<file path="src/rtl/fifo_rd_packer_pkg.sv">
// Shared definitions for the FIFO read-side packer: FSM state encoding and
// a constant-evaluable ceil(log2) used to size the lane index.
package fifo_rd_packer_pkg;

  typedef enum logic {
    ST_FILL = 1'b0,
    ST_OUT  = 1'b1
  } state_e;

  function automatic int clog2(input int value);
    int r;
    r = 0;
    while ((1 << r) < value) begin
      r = r + 1;
    end
    return r;
  endfunction

endpackage

</file>
<file path="src/rtl/fifo_rd_packer_lane_dec.sv">
// Lane write decoder: turns the next-lane index into a one-hot write enable.
module fifo_rd_packer_lane_dec #(
  parameter int PACK  = 4,
  parameter int IDX_W = 2
) (
  input  logic [IDX_W-1:0] idx_i,
  output logic [PACK-1:0]  lane_en_o
);

  // One-hot decode of the lane index
  always_comb begin
    lane_en_o        = '0;
    lane_en_o[idx_i] = 1'b1;
  end

endmodule

</file>
<file path="src/rtl/fifo_rd_packer.sv">
// Read-domain consumer of the async FIFO: packs PACK show-ahead entries into
// one wide word on a valid/ready stream, with flush of a partial word.
module fifo_rd_packer
  import fifo_rd_packer_pkg::*;
#(
  parameter int DATA_WIDTH = 8,
  parameter int PACK       = 4,
  parameter int CNT_WIDTH  = 16
) (
  input  logic                       RCLK,
  input  logic                       RRST,
  input  logic                       empty,
  input  logic [DATA_WIDTH-1:0]      rdata,
  output logic                       read,
  input  logic                       flush,
  output logic [PACK*DATA_WIDTH-1:0] out_data,
  output logic [PACK-1:0]            out_keep,
  output logic                       out_valid,
  input  logic                       out_ready,
  output logic [CNT_WIDTH-1:0]       words_out
);

  localparam int                IDX_W    = clog2(PACK);
  localparam int                OUT_W    = PACK * DATA_WIDTH;
  localparam logic [IDX_W-1:0]  IDX_LAST = IDX_W'(PACK - 1);

  state_e                 state_q, state_d;
  logic [IDX_W-1:0]       idx_q, idx_d;
  logic [OUT_W-1:0]       data_q, data_d;
  logic [PACK-1:0]        keep_q, keep_d;
  logic [CNT_WIDTH-1:0]   words_q, words_d;
  logic [PACK-1:0]        lane_en_s;

  fifo_rd_packer_lane_dec #(
    .PACK  (PACK),
    .IDX_W (IDX_W)
  ) u_lane_dec (
    .idx_i     (idx_q),
    .lane_en_o (lane_en_s)
  );

  // Next-state, accumulator update and pop strobe
  always_comb begin
    state_d = state_q;
    idx_d   = idx_q;
    data_d  = data_q;
    keep_d  = keep_q;
    words_d = words_q;
    read    = 1'b0;
    case (state_q)
      ST_FILL: begin
        // A flush with lanes pending takes priority over popping a new entry.
        if (flush && (idx_q != '0)) begin
          state_d = ST_OUT;
          idx_d   = '0;
        end else if (!empty && !RRST) begin
          read = 1'b1;
          for (int i = 0; i < PACK; i++) begin
            data_d[i*DATA_WIDTH +: DATA_WIDTH] = lane_en_s[i] ? rdata
                                               : data_q[i*DATA_WIDTH +: DATA_WIDTH];
            keep_d[i] = keep_q[i] | lane_en_s[i];
          end
          if (idx_q == IDX_LAST) begin
            idx_d   = '0;
            state_d = ST_OUT;
          end else begin
            idx_d   = idx_q + IDX_W'(1);
          end
        end else begin
          state_d = ST_FILL;
        end
      end
      ST_OUT: begin
        if (out_ready) begin
          words_d = words_q + CNT_WIDTH'(1);
          data_d  = '0;
          keep_d  = '0;
          state_d = ST_FILL;
        end else begin
          state_d = ST_OUT;
        end
      end
      default: begin
        state_d = ST_FILL;
      end
    endcase
  end

  // State and accumulator registers
  always_ff @(posedge RCLK or posedge RRST) begin
    if (RRST) begin
      state_q <= ST_FILL;
      idx_q   <= '0;
      data_q  <= '0;
      keep_q  <= '0;
      words_q <= '0;
    end else begin
      state_q <= state_d;
      idx_q   <= idx_d;
      data_q  <= data_d;
      keep_q  <= keep_d;
      words_q <= words_d;
    end
  end

  assign out_data  = data_q;
  assign out_keep  = keep_q;
  assign out_valid = (state_q == ST_OUT);
  assign words_out = words_q;

endmodule

</file>
<file path="config.mk">
export PLATFORM = sky130hd
export DESIGN_NAME = fifo_rd_packer
export DESIGN_NICKNAME = d
export VERILOG_FILES = /design/src/rtl/fifo_rd_packer_pkg.sv /design/src/rtl/fifo_rd_packer_lane_dec.sv /design/src/rtl/fifo_rd_packer.sv
export SDC_FILE = /design/constraint.sdc
export NUM_CORES = 1
export LEC_CHECK = 0
export CORE_ASPECT_RATIO = 2
export CORE_MARGIN = 4
export CORE_UTILIZATION = 43
export CTS_BUF_LIST = sky130_fd_sc_hd__clkbuf_8
export CTS_CLUSTER_DIAMETER = 40
export DETAILED_ROUTE_END_ITERATION = 8
export HOLD_SLACK_MARGIN = 0.05
export PLACE_DENSITY = 0.76
export SYNTH_ARGS = -nofsm -noshare
export SYNTH_HDL_FRONTEND = slang
export SYNTH_SLANG_ARGS = --single-unit
</file>
<file path="constraint.sdc">
create_clock -name RCLK -period 2.5 [get_ports RCLK]
set_clock_uncertainty 0.2 [all_clocks]
set_input_delay 0.625 -clock RCLK [delete_from_list [all_inputs] [get_ports RCLK]]
set_output_delay 0.625 -clock RCLK [all_outputs]
set_load 0.1 [all_outputs]
</file>
==> flow_summary.json, run 1 <==
{
  "post-route-period-util_pct": 95.4,
  "grt_pass1_wl_mm": 9.35,
  "fill_cells": 448,
  "min_period_ns": 2.39,
  "port_buffers": 66,
  "synth_top_cell_by_area": "dfrtp_1",
  "r2r_setup_slack_ns": 0.41,
  "wire_per_inst_um": 16.4,
  "r2r_start": "idx_q[0]",
  "hold_class": "in2async",
  "reg2reg_to": "out_data[17]",
  "multi_input_area_um2": 936,
  "overflow": 0,
  "finalHoldViolCount": 0,
  "drt_wl_total_mm": 5.74,
  "cts_hold_buf": 0,
  "yosysWarnings": 0,
  "maxCapViolCount": 0,
  "synthTopCellsByArea": "dfrtp_1 (59%), nand2_1 (7.3%), o21ai_0 (4.7%)",
  "ff_latch_area_um2": 1380,
  "irDropWorstVdd_v": 0.00128,
  "reg2regPathDepth": 9,
  "final_util_pct": 60.9,
  "report.final.setup_viol": 0,
  "ys_seq_elements": 55,
  "worstSetupEndpointType": "output port",
  "drt_iter0_markers": 55,
  "worst_setup_path_start_kind": "primary input",
  "final_common_cell": "buf_4",
  "crit_path_end": "read",
  "critPathArrivalTime_ns": 1.56,
  "hpwl_mm": 4.26,
  "n_antenna_cell": 0,
  "initial_core_util_pct": 44.9,
  "die_y_um": 113,
  "crit_start": "empty",
  "ctsRootBufferMaster": "clkbuf_8",
  "run_status": "complete, no violations",
  "synth.distinct_cells": 33,
  "vias_per_cell": 5.23,
  "syn_area_um2": 2350,
  "core_um2": 5230,
  "yosysSeqAreaShare_pct": 58.5,
  "synth_cells": 212,
  "p_leak_nw": 1.55,
  "vias": 1837,
  "worst_pin_slew_ns": 0.461,
  "grt_pass1_vias": 1918,
  "critPathKind": "in2out",
  "drc": 0,
  "clk_pin_slew_ns": 0.09,
  "power_density_nw_per_um2": 1300,
  "cts_max_path_buffers": 2,
  "instances_no_fill": 351,
  "fmax_mhz": 419,
  "fin_ws_ns": 0.115,
  "drt_first_pass_iters": 4,
  "gp_congestion": 0.804,
  "dieWidth_um": 60.3,
  "syn_avg_cell_area_um2": 11.1,
  "clock-sinks": 55,
  "die-area_um2": 6790,
  "drive_gt1_share_pct": 29.4,
  "syn-num-nets": 230,
  "finalPower_mw": 4.16,
  "pre_cts_slack_ns": -0.0893,
  "htreeDepth": 2,
  "rows": 37,
  "setup_tns_ns": 0,
  "antenna_found_initial": 0,
  "relSlewSlack_pct": 69.3,
  "yosysTopAreaCellShare_pct": 58.5,
  "cts_made_buffers": 5,
  "dp_cells": 341,
  "clk_latency_ns": 0.31,
  "cts_tree": "yes",
  "rsz0062_at_grt": "false",
  "slew_viol_final": 0,
  "track_usage_pct": 18.3,
  "num-nets-final": 311,
  "crit_required_ns": 1.67,
  "grt_max_degree": 33,
  "critPathMaxFanout": 2,
  "layout_common_cells": "buf_4 (64), dfrtp_1 (54), nand2_1 (46)",
  "syn_to_final_growth_pct": 35.6,
  "ios": 67,
  "drtAntennaViolNets": 0
}
==> what timing repair did <==
item / in CTS / in global routing
pin swaps: 2 / 2
buffers inserted: 2 / 1
setup endpoints to repair: 1 / 1
endpoints found under the hold margin: 0 / 0
resized for setup: 2 / 2
==> worst min-delay path by stage <==
stage	cells after the start	startpoint	slack (ns)	to
6_report	3	RRST	0.25	idx_q[0]
5_1_grt	3	RRST	0.26	out_data[4]
4_1_cts	1	words_out[15]	0.30	words_out[15]
3_5_place_dp	1	out_keep[1]	0.29	out_keep[1]
3_3_place_gp	1	words_out[15]	0.26	words_out[15]
2_1_floorplan	1	idx_q[1]	0.32	idx_q[1]
==> cells by family after synthesis <==
kind of cell	after synthesis	synth area share (%)
DFF	55	58.5
xor gates and xnor gates	15	5.59
and+or+nand+nor	77	17.0
adders and majority gates	5	2.66
AOI/OAI and AO/OA	46	13.3
buffers and inverters	13	2.45
muxes	1	0.479
==> layout make-up <==
cell class	count	area share [%]
Tap cell	58	2.28
Sequential cell	55	43.2
Inverter	6	0.707
Multi-Input combinational cell	144	29.4
Timing Repair Buffer	81	22.0
Clock inverter	2	0.236
Clock buffer	5	2.16
==> cell usage after synthesis <==
| master | n |
|---|---|
| nand3_1 | 7 |
| inv_1 | 6 |
| a22o_1 | 9 |
| o21a_1 | 4 |
| nor3_2 | 1 |
| a21oi_1 | 2 |
| nor3_1 | 1 |
| ha_1 | 5 |
| o2bb2ai_1 | 3 |
| nand4_1 | 3 |
| a211oi_1 | 1 |
| a31oi_1 | 3 |
| a32o_1 | 1 |
| nor4_2 | 1 |
| and3_1 | 3 |
| buf_4 | 1 |
| o22ai_4 | 1 |
| dfrtp_1 | 55 |
| o21ai_0 | 22 |
| mux2_2 | 1 |
| nor2b_2 | 1 |
| nor4b_4 | 2 |
| nand2_1 | 46 |
| xnor2_1 | 11 |
| nor2b_1 | 1 |
| buf_2 | 3 |
| or2_4 | 1 |
| clkbuf_1 | 2 |
| and2b_1 | 2 |
| nor2_1 | 7 |
| clkbuf_2 | 1 |
| xor2_1 | 4 |
| nor4b_2 | 1 |
==> flip-flops by register name, summed over array words and instances (netlist names) <==
register   count
out_valid      1
words_out     16
out_data      32
idx_q          2
out_keep       4
==> worst max-delay path, stage by stage <==
cell	delay, ns
dlygate4sd2_1	0.24
or2_4	0.25
nor3_4	0.24
buf_12	0.21
==> layer usage <==
metal	vias up	GRT usage [%]	routed length, um
li1	886	-	-
met1	889	21.2	2120
met2	53	32.1	3220
met3	9	2.53	304
met4	0	7.99	102
met5	-	0	0
==> where the power goes <==
group          switching, mW  internal, mW  leakage, nW
Combinational           1.82         0.564        0.763
Sequential             0.223          1.09        0.738
Clock                  0.268         0.186       0.0466
==> per-stage QoR <==
stage | instance area, um^2 | hold slack, ns
floorplan | 2360 | 0.317
global placement | 3070 | 0.264
detailed placement | 3070 | 0.285
CTS | 3170 | 0.299
global route | 3190 | 0.259
finish | 3190 | 0.251
(Power assumes the default switching activity.)
==> run 2, diff against run 1 <==
--- a/config.mk
+++ b/config.mk
@@ -5,7 +5,7 @@
 export SDC_FILE = /design/constraint.sdc
 export NUM_CORES = 1
 export LEC_CHECK = 0
-export CORE_ASPECT_RATIO = 2
+export CORE_ASPECT_RATIO = 0.8
 export CORE_MARGIN = 4
 export CORE_UTILIZATION = 43
 export CTS_BUF_LIST = sky130_fd_sc_hd__clkbuf_8
==> run 2 against run 1 <==
Sequential share of layout area is 0.068 points lower. Critical path depth stayed put. Critical path type unchanged. Largest power group unchanged. Non-clock buffer count is 2 lower. Via count is 0.11% higher.
==> flow_summary.json, run 2 (synthesis results as in run 1) <==
{
  "drt_iter0_markers": 76,
  "p_seq_share_pct": 31.3,
  "track_usage_pct": 17.7,
  "final_common_cell": "buf_4",
  "wire_per_inst_um": 16.0,
  "whs_ns": 0.296,
  "worst_setup_path_start_kind": "primary input",
  "cts_tree": "yes",
  "grtUsageMet1_pct": 24.6,
  "ios": 67,
  "dp_cells": 346,
  "finalPower_mw": 4.21,
  "relSlewSlack_pct": 67.2,
  "multi_input_area_um2": 936,
  "ctsRootBufferMaster": "clkbuf_8",
  "post_cts.repair.setup_buffers": 0,
  "critPathMaxFanout": 2,
  "die_y_um": 74.1,
  "critPathArrivalTime_ns": 1.62,
  "busiest_layer": "met2",
  "grt_max_degree": 56,
  "rows": 23,
  "crit_required_ns": 1.67,
  "core_um2": 5150,
  "p_int_mw": 1.88,
  "slew_viol_final": 0,
  "num-nets-final": 309,
  "hold_class": "reg2reg",
  "ff_latch_area_um2": 1380,
  "run_status": "complete, no violations",
  "fill_cells": 422,
  "final_util_pct": 62.0,
  "net-switching-power_mw": 2.33,
  "fin_ws_ns": 0.0524,
  "largest_reg_flops": 32,
  "port_buffers": 66,
  "clk_latency_ns": 0.30,
  "vias": 1839,
  "htreeDepth": 2,
  "dieWidth_um": 90.7,
  "power_frac_clock_pct": 12.0,
  "irDropWorstVdd_v": 0.000689,
  "clk_pin_slew_ns": 0.09,
  "fmax_mhz": 409,
  "pwr-share-comb_pct": 56.8,
  "post-route-period-util_pct": 97.9,
  "worst_pin_slew_ns": 0.488,
  "pre_cts_slack_ns": -0.0998,
  "report.final.setup_viol": 0,
  "drt_first_pass_iters": 4,
  "fin_area_um2": 3190,
  "antenna_found_initial": 0,
  "instances_no_fill": 354,
  "hpwl_mm": 4.15,
  "critPathKind": "in2out",
  "layout_common_cells": "buf_4 (62), dfrtp_1 (54), nand2_1 (46)",
  "maxCapViolCount": 0,
  "syn_to_final_growth_pct": 35.8,
  "finalHoldViolCount": 0,
  "die-area_um2": 6720,
  "clock-sinks": 55,
  "cts_max_path_buffers": 2,
  "use_met3_pct": 4.15,
  "drive_gt1_share_pct": 29.8,
  "cts_hold_buf": 0,
  "gp_congestion": 0.827,
  "grt_pass1_wl_mm": 9.43,
  "placed_area_um2": 3090,
  "power_density_nw_per_um2": 1320,
  "cts_made_buffers": 5,
  "setup_tns_ns": 0,
  "n_antenna_cell": 0,
  "use_met2_pct": 28.2,
  "worstSetupEndpointType": "output port",
  "drt_wl_total_mm": 5.67,
  "drtAntennaViolNets": 0,
  "grt_pass1_vias": 1850,
  "switching_share_pct": 55.4,
  "drc": 0,
  "overflow": 0,
  "initial_core_util_pct": 45.6,
  "p_leak_nw": 1.53,
  "rsz0062_at_grt": "false",
  "min_period_ns": 2.45,
  "vias_per_cell": 5.19
}
==> run 2: changes by cell type in the layout (fill, tap and decap cells not counted), sizes merged <==
cell          previous run  this run
clkbuf                   5         6
inv                      8         7
dlymetal6s2s             1         0
buf                     69        67
clkinv                   0         1
dlygate4sd2              1         2
==> run 2: repair_timing <==
item                                    CTS  global route
gates resized for setup                   3             2
endpoints found under the setup margin    1             1
gates cloned                              0             0
pin swaps                                 2             0
==> run 2: final timing paths <==
kind	slack [ns]	cells past startpoint	end	start
max reg2reg	0.47	7	out_data[23]	idx_q[1]
min in group asynchronous	0.42	4	words_out[2]	RRST
max in group asynchronous	1.41	4	out_valid	RRST
min reg2reg	0.30	1	words_out[15]	words_out[15]
max	0.05	4	read	flush
min	0.30	1	words_out[15]	words_out[15]
==> run 2: cell type report <==
cell class / instances / area share [%]
multi-input cells: 144 / 29.3
clock inverters: 2 / 0.392
clock buffers: 6 / 2.59
repair buffers: 79 / 21.4
well taps: 62 / 2.43
flip-flops and latches: 55 / 43.2
inverters: 6 / 0.706
==> run 2: per-layer routing <==
layer  routed length, um  vias to the layer above
li1                    -                      883
met1                2610                      906
met2                2670                       44
met3                 294                        6
met4                  95                        0
met5                   0                        -
==> run 2: power groups by stage <==
| stage | sequential (mW) | clock, mW | combinational (mW) |
|---|---|---|---|
| floorplan | 2.63 | 0 | 0.503 |
| global placement | 1.32 | 0 | 2.34 |
| global route | 1.35 | 0.548 | 2.49 |
| finish | 1.32 | 0.505 | 2.39 |
| CTS | 1.31 | 0.520 | 2.39 |
| detailed placement | 1.32 | 0 | 2.38 |
==> run 2: worst max-delay path, cell delays in order <==
cell,delay (ns)
clkdlybuf4s50_1,0.39
nor2b_2,0.17
nor3_4,0.23
buf_12,0.20
